File: src/rtl/reflet_arbiter_pkg.sv
// Shared types for the reflet RAM arbiter.
// State encoding and master indices.
package reflet_arbiter_pkg;

  typedef enum logic [1:0] {
    IDLE    = 2'd0,
    ACCESS  = 2'd1,
    RESPOND = 2'd2
  } state_t;

  localparam logic M0 = 1'b0;
  localparam logic M1 = 1'b1;

endpackage

File: src/rtl/reflet_rr_pick.sv
// Two-way round-robin picker.
// On contention the master that was not served last wins.
module reflet_rr_pick
  import reflet_arbiter_pkg::*;
(
  input  logic [1:0] req_i,
  input  logic       last_i,
  output logic       valid_o,
  output logic       winner_o
);

  // Pick the winner from the request pair and last-served master
  always_comb begin
    valid_o  = |req_i;
    winner_o = M0;
    unique case (1'b1)
      (req_i == 2'b11): winner_o = ~last_i;
      (req_i == 2'b10): winner_o = M1;
      default:          winner_o = M0;
    endcase
  end

endmodule

File: src/rtl/reflet_ram_arbiter.sv
// Two-master arbiter in front of a single-port RAM.
// One access in flight; round-robin on contention.
module reflet_ram_arbiter
  import reflet_arbiter_pkg::*;
#(
  parameter int wordsize = 16,
  parameter int addrSize = 15
) (
  input  logic                clk,
  input  logic                reset,
  input  logic                m0_req,
  input  logic [addrSize-1:0] m0_addr,
  input  logic [wordsize-1:0] m0_data_out,
  input  logic                m0_write_en,
  output logic                m0_ready,
  output logic [wordsize-1:0] m0_data_in,
  input  logic                m1_req,
  input  logic [addrSize-1:0] m1_addr,
  input  logic [wordsize-1:0] m1_data_out,
  input  logic                m1_write_en,
  output logic                m1_ready,
  output logic [wordsize-1:0] m1_data_in,
  output logic                ram_enable,
  output logic [addrSize-1:0] ram_addr,
  output logic [wordsize-1:0] ram_data_in,
  output logic                ram_write_en,
  input  logic [wordsize-1:0] ram_data_out
);

  state_t              state_q, state_d;
  logic                owner_q, owner_d;
  logic                last_q, last_d;
  logic                wr_q, wr_d;
  logic                en_q, en_d;
  logic                we_q, we_d;
  logic [addrSize-1:0] addr_q, addr_d;
  logic [wordsize-1:0] wdata_q, wdata_d;

  logic [1:0] req_vec;
  logic [1:0] own_mask;
  logic       pick_valid;
  logic       pick_win;

  // The owner's own req is masked while it is being answered
  always_comb begin
    req_vec  = {m1_req, m0_req};
    own_mask = 2'b00;
    if (state_q == RESPOND) begin
      own_mask = owner_q ? 2'b10 : 2'b01;
    end
  end

  reflet_rr_pick u_pick (
    .req_i    (req_vec & ~own_mask),
    .last_i   (last_q),
    .valid_o  (pick_valid),
    .winner_o (pick_win)
  );

  // Next-state and latch selection
  always_comb begin
    state_d = state_q;
    owner_d = owner_q;
    last_d  = last_q;
    wr_d    = wr_q;
    en_d    = 1'b0;
    we_d    = 1'b0;
    addr_d  = addr_q;
    wdata_d = wdata_q;
    unique case (state_q)
      IDLE, RESPOND: begin
        state_d = IDLE;
        if (pick_valid) begin
          state_d = ACCESS;
          owner_d = pick_win;
          en_d    = 1'b1;
          we_d    = pick_win ? m1_write_en : m0_write_en;
          wr_d    = we_d;
          addr_d  = pick_win ? m1_addr : m0_addr;
          wdata_d = pick_win ? m1_data_out : m0_data_out;
        end
      end
      ACCESS: begin
        state_d = RESPOND;
        last_d  = owner_q;
      end
      default: state_d = IDLE;
    endcase
  end

  // State and RAM output registers
  always_ff @(posedge clk or negedge reset) begin
    if (!reset) begin
      state_q <= IDLE;
      owner_q <= M0;
      last_q  <= M1;
      wr_q    <= 1'b0;
      en_q    <= 1'b0;
      we_q    <= 1'b0;
      addr_q  <= '0;
      wdata_q <= '0;
    end else begin
      state_q <= state_d;
      owner_q <= owner_d;
      last_q  <= last_d;
      wr_q    <= wr_d;
      en_q    <= en_d;
      we_q    <= we_d;
      addr_q  <= addr_d;
      wdata_q <= wdata_d;
    end
  end

  // Ready and zero-gated read data for OR-merging
  always_comb begin
    m0_ready   = (state_q == RESPOND) && (owner_q == M0);
    m1_ready   = (state_q == RESPOND) && (owner_q == M1);
    m0_data_in = '0;
    m1_data_in = '0;
    if (m0_ready && !wr_q) m0_data_in = ram_data_out;
    if (m1_ready && !wr_q) m1_data_in = ram_data_out;
  end

  assign ram_enable   = en_q;
  assign ram_write_en = we_q;
  assign ram_addr     = addr_q;
  assign ram_data_in  = wdata_q;

endmodule

File: config.mk
export PLATFORM = sky130hd
export DESIGN_NAME = reflet_ram_arbiter
export DESIGN_NICKNAME = d
export VERILOG_FILES = /design/src/rtl/reflet_arbiter_pkg.sv /design/src/rtl/reflet_rr_pick.sv /design/src/rtl/reflet_ram_arbiter.sv
export SDC_FILE = /design/constraint.sdc
export NUM_CORES = 1
export LEC_CHECK = 0
export ABC_AREA = 0
export ABC_CLOCK_PERIOD_IN_PS = 2600
export CAP_MARGIN = 25
export CORE_MARGIN = 2
export CORE_UTILIZATION = 36
export DETAILED_ROUTE_END_ITERATION = 8
export PLACE_DENSITY = 0.81
export SYNTH_ARGS = -nofsm -noshare
export SYNTH_HDL_FRONTEND = slang
export SYNTH_SLANG_ARGS = --single-unit
File: constraint.sdc
create_clock -name clk -period 2.6 [get_ports clk]
set_clock_uncertainty 0.2 [all_clocks]
set_input_delay 0.26 -clock clk [delete_from_list [all_inputs] [get_ports clk]]
set_output_delay 0.26 -clock clk [all_outputs]
set_load 0.01 [all_outputs]
After elaboration in Yosys (flattened, before gate mapping)
Index checks and enable logic that the tools add are counted.
{"block": "word_totals", "reg_bits": 38, "output_inout_bits": 67}
{"block": "classes", "n_eq_ne": 4, "reduce_logical": 9, "muxes": 14, "bitwise": 4}
{"op": "two-way mux 16 bit", "count": 3}
{"op": "two-way mux 15 bit", "count": 1}
{"op": "== test 2 bit (second input constant)", "count": 3}
{"op": "two-way mux 1 bit", "count": 6}
{"op": "logical AND 1 bit", "count": 4}
{"op": "two-way mux 2 bit", "count": 2}
{"op": "case mux 2 bit (2 select lines)", "count": 1}
{"op": "OR reduction 2 bit", "count": 2}
{"op": "AND 2 bit", "count": 1}
{"op": "== test 2 x 1 -> 1 bit (second input constant)", "count": 1}
{"op": "logical NOT 2 bit", "count": 1}
{"op": "NOT 1 bit", "count": 2}
{"op": "NOT 2 bit", "count": 1}
{"op": "case mux 1 bit (2 select lines)", "count": 1}
{"op": "AND reduction 2 bit", "count": 1}
{"op": "logical NOT 1 bit", "count": 1}

Logic depth before layout (Yosys ltp)
Gate-level depths: netlist of run 1.
{"block": "depth", "ltp_word": 9, "depth_mapped": 7, "mapped_depth_nobuf": 4}

Modules after synthesis
From an unflattened synthesis of run 1, not the netlist that was laid out.
{"block": "unflattened", "hier_cells": 158, "hier_area_um2": 2313.5}
{"mod": "reflet_ram_arbiter", "cells_per_inst": 156, "area_per_inst_um2": 2299.7, "seq_area_each_um2": 927.1, "n_inst": 1}
{"mod": "reflet_rr_pick", "cells_per_inst": 2, "area_per_inst_um2": 13.8, "seq_area_each_um2": 0.0, "n_inst": 1}

Worst setup path before layout of run 1
OpenSTA, ideal clock, no wires.
{"block": "synth_timing", "kind": "reg2reg", "start": "reg state_q[0]", "end": "reg wdata_q[4], in the netlist ram_data_in[4]", "required_ns": 2.275, "period_less_slack_ns": 2.209, "path_buffers": 3, "t_arrival_ns": 1.884, "stages_incl_launch_ff": 8, "slack_ns": 0.391, "cell_sequence": "dfrtp_1 and3b_1 buf_6 a311o_1 buf_6 buf_6 mux2_4 mux2_2"}
{"block": "synth_via", "elab_chain_cells": 7, "elab_cells_between_ends": 12}
{"item": "start, declared", "line": "reflet_ram_arbiter.sv:30", "text": "state_t state_q, state_d;"}
{"item": "start signal, assigned", "line": "reflet_ram_arbiter.sv:103", "text": "state_q <= state_d;"}
{"item": "== test 2 bit", "line": "reflet_ram_arbiter.sv:48, reflet_ram_arbiter.sv:70"}
{"item": "two-way mux 2 bit", "line": "reflet_ram_arbiter.sv:48", "text": "if (state_q == RESPOND) begin"}
{"item": "NOT 2 bit", "line": "reflet_ram_arbiter.sv:54", "text": ".req_i (req_vec & ~own_mask),"}
{"item": "AND 2 bit", "line": "reflet_ram_arbiter.sv:54"}
{"item": "== test 2 bit (on tied branches)", "line": "reflet_rr_pick.sv:18, reflet_rr_pick.sv:17"}
{"item": "case mux 1 bit (2 select lines)", "line": "reflet_rr_pick.sv:16", "text": "unique case (1'b1)"}
{"item": "two-way mux 16 bit", "line": "reflet_ram_arbiter.sv:80", "text": "wdata_d = pick_win ? m1_data_out : m0_data_out;"}
{"item": "end signal, assigned", "line": "reflet_ram_arbiter.sv:110", "text": "wdata_q <= wdata_d;"}
{"item": "end, declared", "line": "reflet_ram_arbiter.sv:37", "text": "logic [wordsize-1:0] wdata_q, wdata_d;"}
Several ways; a longest one is shown, not always the timed one.
A chain may end at the register's enable or synchronous reset.

Worst setup path in the final report of run 1
{"block": "layout_timing", "start": "reg state_q[0]", "end": "out m1_data_in[14]"}
{"block": "layout_via", "elab_chain_cells": 4}
{"item": "== test 2 bit", "line": "reflet_ram_arbiter.sv:117", "text": "m1_ready = (state_q == RESPOND) && (owner_q == M1);"}
{"item": "logical AND 1 bit", "line": "reflet_ram_arbiter.sv:117"}
{"item": "logical AND 1 bit", "line": "reflet_ram_arbiter.sv:121", "text": "if (m1_ready && !wr_q) m1_data_in = ram_data_out;"}
{"item": "two-way mux 16 bit", "line": "reflet_ram_arbiter.sv:121"}
{"item": "end, declared", "line": "reflet_ram_arbiter.sv:22", "text": "output logic [wordsize-1:0] m1_data_in,"}
Every way passes these cells.

==> impl_metrics.ini, run 1 <==
[finish]
fin_nets = 400
drive_above_1_share = 0.256
antenna_cells = 0
syn_to_final_growth_pct = 75.3
fill_cells = 472

[critical_path]
rr_endpoint = ram_addr[2]
path_cells = and3b_1, buf_4, and3_1, clkdlybuf4s50_1
reg2reg_depth = 5
crit_buf_inv = 2
rr_startpoint = owner_q
cp_top_family = buffers and inverters
cp.arrival_ns = 1.93
crit_path_end_kind = output port
cp_max_fo = 17
worst_path_largest_cell_delay_ns = 0.57
cp_slowest_cell = clkdlybuf4s50_1
ff2ff_setup_slack_ns = 0.37
cp.depth = 4
critical_path_required_ns = 2.14
crit_path_start_kind = flip-flop
path_class = flip-flop to output port

[global_route]
grt_usage = 0.170
antenna_found_initial = 0
grt_pass1_vias = 1933
grt_max_degree = 38
grt_pass1_wl_mm = 8.79
overflow = 0

[die]
rows = 28
initial_utilization = 0.375
die_area_um2 = 6850
die_w_um = 82.8
io_pins = 151
placeableCoreArea_um2 = 5960
dieHeight_um = 82.8

[timing]
finalSetupTns_ns = 0
period_needed_ns = 2.39
relSlewSlack = 0.456
setup_viol = 0
worst_pin_slew_ns = 0.816
rsz0062_at_grt = false
max_freq_ghz = 0.418
drv_slew = 0
min_period_over_period = 0.920
final_hold_viol_count = 0

[synthesis]
yosys.area_share.simple = 0.112
synth_compound_area_frac = 0.0207
yosysSeqAreaShare = 0.415
synthAdderAreaFrac = 0
syn_inst = 165
yosys.cell_types.count = 21
syn_area_um2 = 2230
synth_top_family_by_area = multiplexers
synth-xor-area-share = 0
synthMuxAreaShare = 0.404
ys_ff_latch = 37
yosysWarnings = 0
syn_avg_cell_area_um2 = 13.5
synth_nets = 249

[clock_tree]
cts_buffers = 5
clkTransAtPathRegs_ns = 0.07
insertion_delay_ns = 0.28
cts_sinks = 37
cts_max_level = 2
clk_path_buf_depth = 2
cts_root_buffer = clkbuf_8
cts_tree = done

[route]
drt_iter0_drc = 52
firstDrtPassIters = 4
vias = 1894
drc = 0
wirelength_mm = 5.87
drt-wirelength-per-cell_um = 15.0
vias_per_cell = 4.83
detail-route-antenna-nets = 0

[power_and_ir_drop]
p_comb_frac = 0.580
power_density_nw_per_um2 = 915
leakage_nw = 1.81
switching_share = 0.318
p_clk_frac = 0.121
p_seq_frac = 0.298
peakVddDrop_v = 0.000501
internal_power_mw = 2.44
switchingPower_mw = 1.14
power.total_mw = 3.58

[run_status]
status = finished, final reports clean

[hold_path]
worstHoldStart = ram_addr[11]
holdPathEnd = ram_addr[11]
min_path_cells = 1
hold_path.class = flip-flop to flip-flop

[run]
maxCapViolCount = 0

[placed_design]
port_buffers = 150
dp.final_hpwl_mm = 4.73
gp_congestion = 0.737
==> per-layer routing <==
layer | global-route usage | part of all wire
met3 | 0.0747 | 0.12
met5 | 0 | 0
met1 | 0.169 | 0.34
met2 | 0.323 | 0.53
met4 | 0.0377 | 0.0070
==> how the worst max path moves through the flow <==
| stage | from | slack [ns] | end |
|---|---|---|---|
| final | state_q[0] | 0.21 | m1_data_in[14] |
| after global routing | wr_q | 0.09 | m1_data_in[11] |
| after CTS | state_q[0] | 0.19 | m1_data_in[14] |
| after detailed placement | m1_req | 0.26 | ram_addr[2] |
| after global placement | m1_req | 0.28 | ram_addr[3] |
| after floorplan | state_q[0] | 0.39 | ram_data_in[4] |
==> synthesized netlist by cell type <==
| cell type | count | share of area |
|---|---|---|
| nand2_1 | 1 | 0.0017 |
| dfstp_2 | 1 | 0.012 |
| nand2b_1 | 2 | 0.0056 |
| mux2_2 | 17 | 0.086 |
| mux2i_1 | 2 | 0.0090 |
| and3b_1 | 1 | 0.0039 |
| a2bb2oi_1 | 1 | 0.0039 |
| and3_1 | 32 | 0.090 |
| a21oi_1 | 1 | 0.0022 |
| nor3b_1 | 1 | 0.0034 |
| nor2b_1 | 2 | 0.0056 |
| inv_1 | 5 | 0.0084 |
| clkbuf_1 | 5 | 0.0084 |
| dfrtp_1 | 36 | 0.40 |
| nand3_1 | 1 | 0.0022 |
| mux2_4 | 46 | 0.31 |
| a311oi_2 | 1 | 0.0067 |
| a311o_1 | 1 | 0.0045 |
| buf_2 | 3 | 0.0067 |
| a21boi_0 | 1 | 0.0034 |
| buf_6 | 5 | 0.025 |
==> registers in the layout (all words and copies together), names as in the netlist <==
name          flops
last_q            1
owner_q           1
ram_addr         15
ram_data_in      16
ram_write_en      1
state_q           2
wr_q              1
==> power by group through the flow <==
| stage | sequential [mW] | clock [mW] | combinational [mW] |
|---|---|---|---|
| 3_3_place_gp | 1.07 | 0 | 2.05 |
| 4_1_cts | 1.08 | 0.450 | 2.11 |
| 6_report | 1.07 | 0.435 | 2.08 |
| 2_1_floorplan | 1.17 | 0 | 1.03 |
| 3_5_place_dp | 1.08 | 0 | 2.10 |
| 5_1_grt | 1.12 | 0.476 | 2.22 |
==> through the flow <==
stage               std cells  utilization  setup WS (ns)  hold WS, ns  cell area (um^2)
global placement          383        0.639          0.283        0.191              3800
CTS                       392        0.658          0.187        0.313              3920
global route              392        0.658         0.0910        0.333              3920
finish                    392        0.658          0.207        0.308              3920
detailed placement        383        0.639          0.259        0.206              3800
floorplan                 165            -          0.391       -0.236              2230
==> final cells by class <==
class                           instances  area (um^2)  share of cell area
Clock buffer                            7         96.3              0.0246
Clock inverter                          1         5.00             0.00128
Inverter                                5         18.8             0.00479
Multi-Input combinational cell        110         1210               0.309
Sequential cell                        37          927               0.237
Tap cell                               75         93.8              0.0240
Timing Repair Buffer                  157         1560               0.399
==> kinds of logic after synthesis <==
kind of cell	Yosys count
simple gates	40
buf+inv	18
compound gates	5
flops	37
mux	65
==> cells in the final DEF, fill, tap and decap left out, types with 2 or more instances in the layout <==
master and instances:
clkdlybuf4s50_1 149, mux2_4 46, dfrtp_1 36, and3_1 32, mux2_2 17, clkbuf_8 7, inv_1 5, buf_4 5
nand2b_1 2, nor2b_1 2, mux2i_1 2
==> repair_timing <==
| item | in CTS | in global routing |
|---|---|---|
| hold endpoints to repair | 36 | 0 |
| hold buffers | 1 | 0 |
| buffers inserted | 0 | 0 |
| gates resized for setup | 0 | 0 |
Note: power is estimated with default switching activity, not from simulation.
==> run 2: changes to the inputs <==
Settings changed: CTS_CLUSTER_SIZE from default to 25.
==> results of run 2 <==
No change in the layout: final DEF, timing and power equal those of run 1.
